==> src/rtl/tdm_demux4.sv <==
// Receive-side 1:4 TDM demultiplexer: gathers slots 0..3 into shadow regs, publishes a full frame at once.
// Latency: ch0..ch3/frame_valid update one cycle after the slot-3 beat.
// Backpressure: none; din_valid=0 simply holds all state, gaps of any length are transparent.
module tdm_demux4 #(
  parameter int WIDTH = 1
) (
  input  logic             clk,
  input  logic             rst_n,
  input  logic [WIDTH-1:0] din,
  input  logic             din_valid,
  input  logic             frame_sync,
  output logic [WIDTH-1:0] ch0,
  output logic [WIDTH-1:0] ch1,
  output logic [WIDTH-1:0] ch2,
  output logic [WIDTH-1:0] ch3,
  output logic             frame_valid,
  output logic [1:0]       slot,
  output logic             locked,
  output logic             sync_err
);

  typedef enum logic {
    HUNT   = 1'b0,
    LOCKED = 1'b1
  } state_t;

  state_t           state;
  logic [WIDTH-1:0] shadow0;
  logic [WIDTH-1:0] shadow1;
  logic [WIDTH-1:0] shadow2;

  always_ff @(posedge clk or negedge rst_n) begin
    if (!rst_n) begin
      state       <= HUNT;
      shadow0     <= '0;
      shadow1     <= '0;
      shadow2     <= '0;
      ch0         <= '0;
      ch1         <= '0;
      ch2         <= '0;
      ch3         <= '0;
      frame_valid <= 1'b0;
      slot        <= 2'd0;
      locked      <= 1'b0;
      sync_err    <= 1'b0;
    end else begin
      frame_valid <= 1'b0;
      sync_err    <= 1'b0;
      if (din_valid) begin
        case (state)
          HUNT: begin
            if (frame_sync) begin
              shadow0 <= din;
              slot    <= 2'd1;
              state   <= LOCKED;
              locked  <= 1'b1;
            end
          end
          LOCKED: begin
            if (frame_sync) begin
              // A sync anywhere but slot 0 restarts the frame; the partial frame is dropped.
              if (slot != 2'd0) sync_err <= 1'b1;
              shadow0 <= din;
              slot    <= 2'd1;
            end else begin
              case (slot)
                2'd0: begin
                  sync_err <= 1'b1;
                  state    <= HUNT;
                  locked   <= 1'b0;
                  slot     <= 2'd0;
                end
                2'd1: begin
                  shadow1 <= din;
                  slot    <= 2'd2;
                end
                2'd2: begin
                  shadow2 <= din;
                  slot    <= 2'd3;
                end
                default: begin
                  ch0         <= shadow0;
                  ch1         <= shadow1;
                  ch2         <= shadow2;
                  ch3         <= din;
                  frame_valid <= 1'b1;
                  slot        <= 2'd0;
                end
              endcase
            end
          end
          default: begin
            state  <= HUNT;
            locked <= 1'b0;
            slot   <= 2'd0;
          end
        endcase
      end
    end
  end

endmodule

==> config.mk <==
export PLATFORM = sky130hd
export DESIGN_NAME = tdm_demux4
export DESIGN_NICKNAME = d
export VERILOG_FILES = /design/src/rtl/tdm_demux4.sv
export SDC_FILE = /design/constraint.sdc
export NUM_CORES = 1
export LEC_CHECK = 0
export BUFFER_PORTS_ARGS = -buffer_cell sky130_fd_sc_hd__clkbuf_2
export CAP_MARGIN = 10
export CORE_UTILIZATION = 45
export CTS_CLUSTER_DIAMETER = 150
export DETAILED_ROUTE_END_ITERATION = 8
export PLACE_DENSITY = 0.71
export SYNTH_ARGS = -nofsm -noshare
export SYNTH_HDL_FRONTEND = slang
export SYNTH_SLANG_ARGS = --single-unit
==> constraint.sdc <==
create_clock -name clk -period 1.2 [get_ports clk]
set_input_delay 0.12 -clock clk [delete_from_list [all_inputs] [get_ports clk]]
set_output_delay 0.12 -clock clk [all_outputs]
set_load 0.02 [all_outputs]
==> Word-level counts from Yosys, hierarchy flattened <==
Cells that the tools add are included.
{ "totals": {"register_bits": 13, "wordCells": 51, "input_bits": 5} }
{ "classes": {"muxes": 22, "bitwise": 3, "reduce_logical": 9, "eq_ne": 5} }
{ "ops": {"columns": ["cell", "n"], "rows": [
  ["2-to-1 mux 1 bit", 16],
  ["AND reduction 4 bit", 4],
  ["case mux 2 bit (2 select lines)", 2],
  ["2-to-1 mux 2 bit", 2],
  ["inequality test 2 bit (second input constant)", 2],
  ["case mux 1 bit (2 select lines)", 2],
  ["AND reduction 2 bit", 2],
  ["inverter 1 bit", 3],
  ["OR reduction 3 bit", 1],
  ["equality test 2 x 1 -> 1 bit (second input constant)", 1],
  ["equality test 2 bit (second input constant)", 1],
  ["zero test 2 bit", 1],
  ["inequality test 2 x 1 -> 1 bit (second input constant)", 1],
  ["nonzero test 2 bit", 1]
]} }

==> Longest topological paths before layout <==
{ "depth": {"word_depth": 6, "mapped_depth": 5, "depth_no_buf": 5} }

==> Least setup slack after synthesis <==
Ideal clock, no wire load.
{ "synth_path": {"path_type": "register to register", "startpoint": "register slot[0]", "endpoint": "register ch0", "arrival_time_ns": 1.186, "path_buffers": 0, "setup_slack_ns": -0.111, "setup_time_ns": 0.125, "path_stages_with_launch": 4, "path_cell_list": "dfrtp_1 -> ha_1 -> nand4_4 -> mux2_4"} }
{ "synth_between": {"elab_chain_cells": 4, "word_cells_on_any_way": 6, "cone_classes": "2 x eq/ne; 1 x bitwise; 3 x reduce/logical"} }
{ "synth_rtl": {"columns": ["item", "line", "source"], "rows": [
  ["start, declared", "17", "output logic [1:0] slot,"],
  ["start signal, assigned", "43", "slot <= 2'd0;"],
  ["start signal, assigned", "54", "slot <= 2'd1;"],
  ["start signal, assigned", "64", "slot <= 2'd1;"],
  ["equality test 2 bit, or another cell as far along", "66", "case (slot)"],
  ["OR reduction 3 bit (no source line) (*)", null, null],
  ["inverter 1 bit (no source line) (*)", null, null],
  ["AND reduction 4 bit (no source line) (*)", null, null],
  ["end signal, assigned", "82", "ch0 <= shadow0;"],
  ["end, declared", "12", "output logic [WIDTH-1:0] ch0,"]
]} }
Mark *: on every way between the ends. The rest lies on a longest branch, timed or not.
A chain may end at the register's enable or synchronous reset.

==> Worst setup path after layout <==
{ "layout_path": {"startpoint": "register slot[0]", "endpoint": "register ch1"} }
{ "layout_between": {"elab_chain_cells": 4, "word_cells_on_any_way": 6, "cone_classes": "2 x eq/ne; 1 x bitwise; 3 x reduce/logical"} }
{ "layout_rtl": {"columns": ["item", "line", "source"], "rows": [
  ["equality test 2 bit, or another cell as far along", "66", null],
  ["OR reduction 3 bit (no source line) (*)", null, null],
  ["inverter 1 bit (no source line) (*)", null, null],
  ["AND reduction 4 bit (no source line) (*)", null, null],
  ["end signal, assigned", "83", "ch1 <= shadow1;"],
  ["end, declared", "13", "output logic [WIDTH-1:0] ch1,"]
]} }
Marks and branches as above.

==> metrics.md <==
| Metric | Value |
|---|---|
| Status | finished clean |
| Routability congestion estimate | 0.770 |
| Initial antenna violation count | 0 |
| Placed standard-cell area | 721 um^2 |
| Combinational family with the most area after synthesis | multiplexers |
| WP data arrival | 1.32 ns |
| Worst Path Required | 1.36 ns |
| GRT Util Overall | 0.165 |
| Die width | 39.6 um |
| Crit path kind | reg -> reg |
| Clock skew | 0.00593 ns |
| Number of routed nets with antenna violations | 0 |
| Worst hold path class | in -> reg |
| Post-synth top flop | dfrtp_1 |
| Multi-input gate area | 279 um^2 |
| Mapped Area | 636 um^2 |
| TritonCTS clock tree | yes |
| First-pass GRT wire length | 1620 um |
| Layout area overhead | 20.3% |
| Die H | 39.6 um |
| CP max-delay cell | dfrtp_2 |
| Reg area | 328 um^2 |
| Slew HR | 0.787 |
| Period utilisation layout | 0.967 |
| RSZ-0062 raised after global routing | yes |
| Dpl hpwl | 815 um |
| Core outline area | 0.00130 mm^2 |
| Peak supply drop | 1.06 mV |
| Share of layout cells above drive strength 1 | 0.429 |
| #FFs+latches synth | 13 |
| Antenna fix cells | 0 |
| Top cells by area, synth | dfrtp_1 (51%), ha_1 (9.8%), mux2_4 (9.4%), mux2_1 (3.5%), nand2_1 (3.5%) |
| Largest net degree at the start of global routing | 14 |
| Synth area leader | dfrtp_1 |
| Critical Path Max Stage Delay | 0.40 ns |
| Rows | 13 |
| Post-synth ARST share | 1.00 |
| Final hold vios | 0 |
| Synth unique cells | 20 |
| Hold Slack | 0.119 ns |
| Vias in the first global route | 387 |
| Post-synth top cells | dfrtp_1 (13), nand2_1 (6), ha_1 (5) |
| Clk_lat worst skew | 0.27 ns |
| Post-synth EDFFs | 0 |
| H-Tree Depth | 1 |
| LEAKAGE | 0.401 nW |
| Finished layout cell area | 764 um^2 |
| FMAX | 862 MHz |
| CTS Sinks | 13 |
| CP max FO | 5 |
| Post-route minimum period | 1.16 ns |
| Top-area cell type share of the netlist area | 0.512 |
| CTS clk-pin slew, worst paths | 0.08 ns |
| Post-synthesis compound-gate area fraction | 0.0669 |
| DRT iter0 DRCs | 12 |
| DRC errors left | 0 |
| Full die area | 0.00157 mm^2 |
| Sequential area share after synthesis | 0.512 |
| Simple-Gate Fraction of Synth Area | 0.122 |
| Post-synthesis mux area share | 0.148 |
| Yosys warns | 0 |
| Initial Utilization | 0.488 |
| # fillers | 115 |
| Synthesized net count | 61 |
| Root Buffer | clkbuf_4 |
| Via density per instance | 4.99 |
| Max_cap viols | 0 |
| Most common cell in the netlist | dfrtp_1 |
| Number of I/O pins | 14 |
| Worst path cell trace | ha_2 > nand4_4 > mux2_4 |
| Synth Area per Inst | 12.5 um^2 |
| Final global-route overflow total | 0 |
| Pwr/cell area | 2210 mW/mm^2 |
| Drt wl/cell | 12.2 um |
| Least-Margin Pin Slew | 0.319 ns |
| # port buffers | 13 |
| Final Setup Violations | 0 |
| Final net count | 81 |
| Crit path capture type | register |
| Pre-Repair DR Iteration Count | 2 |
| Gate Count Post-Synth | 51 |
| Via count | 424 |
| Synth Area in Adders | 0.0984 |
| CTS Buf Count | 3 |
| Final slew viol count | 0 |
| Startpoint Class | register |
| Total wire length | 1040 um |
| Clock tree buffer depth | 2 |
| Synth Area in XOR/XNOR | 0 |
## worst max-delay path, delay by kind of cell, from the launching register on
family        cells  cell delay (ns)
fa+ha+maj         1             0.20
flops             1             0.40
mux               1             0.32
simple gates      1             0.12
## stage by stage
| stage | setup TNS (ns) | worst slack (ns) | instances | utilization | total power, mW |
|---|---|---|---|---|---|
| 4_1_cts | 0 | 0.0125 | 85 | 0.588 | 1.71 |
| 6_report | 0 | 0.0399 | 85 | 0.588 | 1.69 |
| 3_3_place_gp | 0 | 0.0321 | 79 | 0.554 | 1.40 |
| 5_1_grt | -0.0900 | -0.0274 | 85 | 0.588 | 1.83 |
| 2_1_floorplan | -0.0896 | -0.0224 | 51 | - | 1.22 |
| 3_5_place_dp | 0 | 0.00845 | 79 | 0.554 | 1.42 |
## placed cells by master (no fill, tap or decap), drive strengths merged
cell type and instances:
a21oi 2, a31oi 1, and3b 1, buf 3, clkbuf 17, dfrtp 13
dlygate4sd3 1, ha 5, inv 4, mux2 7, nand2 6, nand3 2
nand3b 1, nand4 1, nor2 2, o211ai 1, o21ai 2, o2bb2ai 1
## state kept, by name (all words and copies together), names as in the netlist
name,count
slot,2
sync_err,1
shadow1,1
shadow0,1
state,1
ch3,1
ch1,1
ch0,1
ch2,1
frame_valid,1
locked,1
shadow2,1
## cell type report
class,instances,share of cell area
Sequential cell,13,0.429
Multi-Input combinational cell,32,0.365
Timing Repair Buffer,17,0.128
Clock buffer,4,0.0344
Tap cell,15,0.0245
Inverter,4,0.0196
## cell families after synthesis
kind of cell	Yosys count
and+or+nand+nor	13
AOI/OAI and AO/OA	7
buffers and inverters	6
adders and majority gates	5
DFF	13
muxes	7
## path summary, 6_finish.rpt
kind / slack [ns] / from / cells past startpoint / end
worst max register to register: 0.04 / slot[0]$_DFFE_PN0P_ / 3 / ch1$_DFFE_PN0P_
min in group asynchronous: 0.27 / rst_n / 2 / ch0$_DFFE_PN0P_
worst min-delay path: 0.12 / din / 2 / shadow2$_DFFE_PN0P_
max in group asynchronous: 0.66 / rst_n / 2 / slot[1]$_DFFE_PN0P_
worst min register to register: 0.50 / shadow1$_DFFE_PN0P_ / 1 / shadow1$_DFFE_PN0P_
worst max-delay path: 0.04 / slot[0]$_DFFE_PN0P_ / 3 / ch1$_DFFE_PN0P_
## metal layers
metal	track usage	share of wire
met5	0	0
met4	0.103	0
met3	0.0341	0.045
met2	0.283	0.49
met1	0.183	0.47
## where the power goes
part           internal, mW  switching [mW]
sequential            0.609           0.128
clock                 0.129           0.134
combinational         0.325           0.367
total                  1.06           0.630
## repair_timing
| action | CTS | global route |
|---|---|---|
| hold buffers | 1 | 0 |
| endpoints found under the hold margin | 13 | 0 |
| pin swaps | 0 | 1 |
| gates resized for setup | 0 | 1 |
| setup buffers | 1 | 0 |
| endpoints found under the setup margin | 1 | 7 |
No activity file was read; power rests on OpenSTA's default activity.
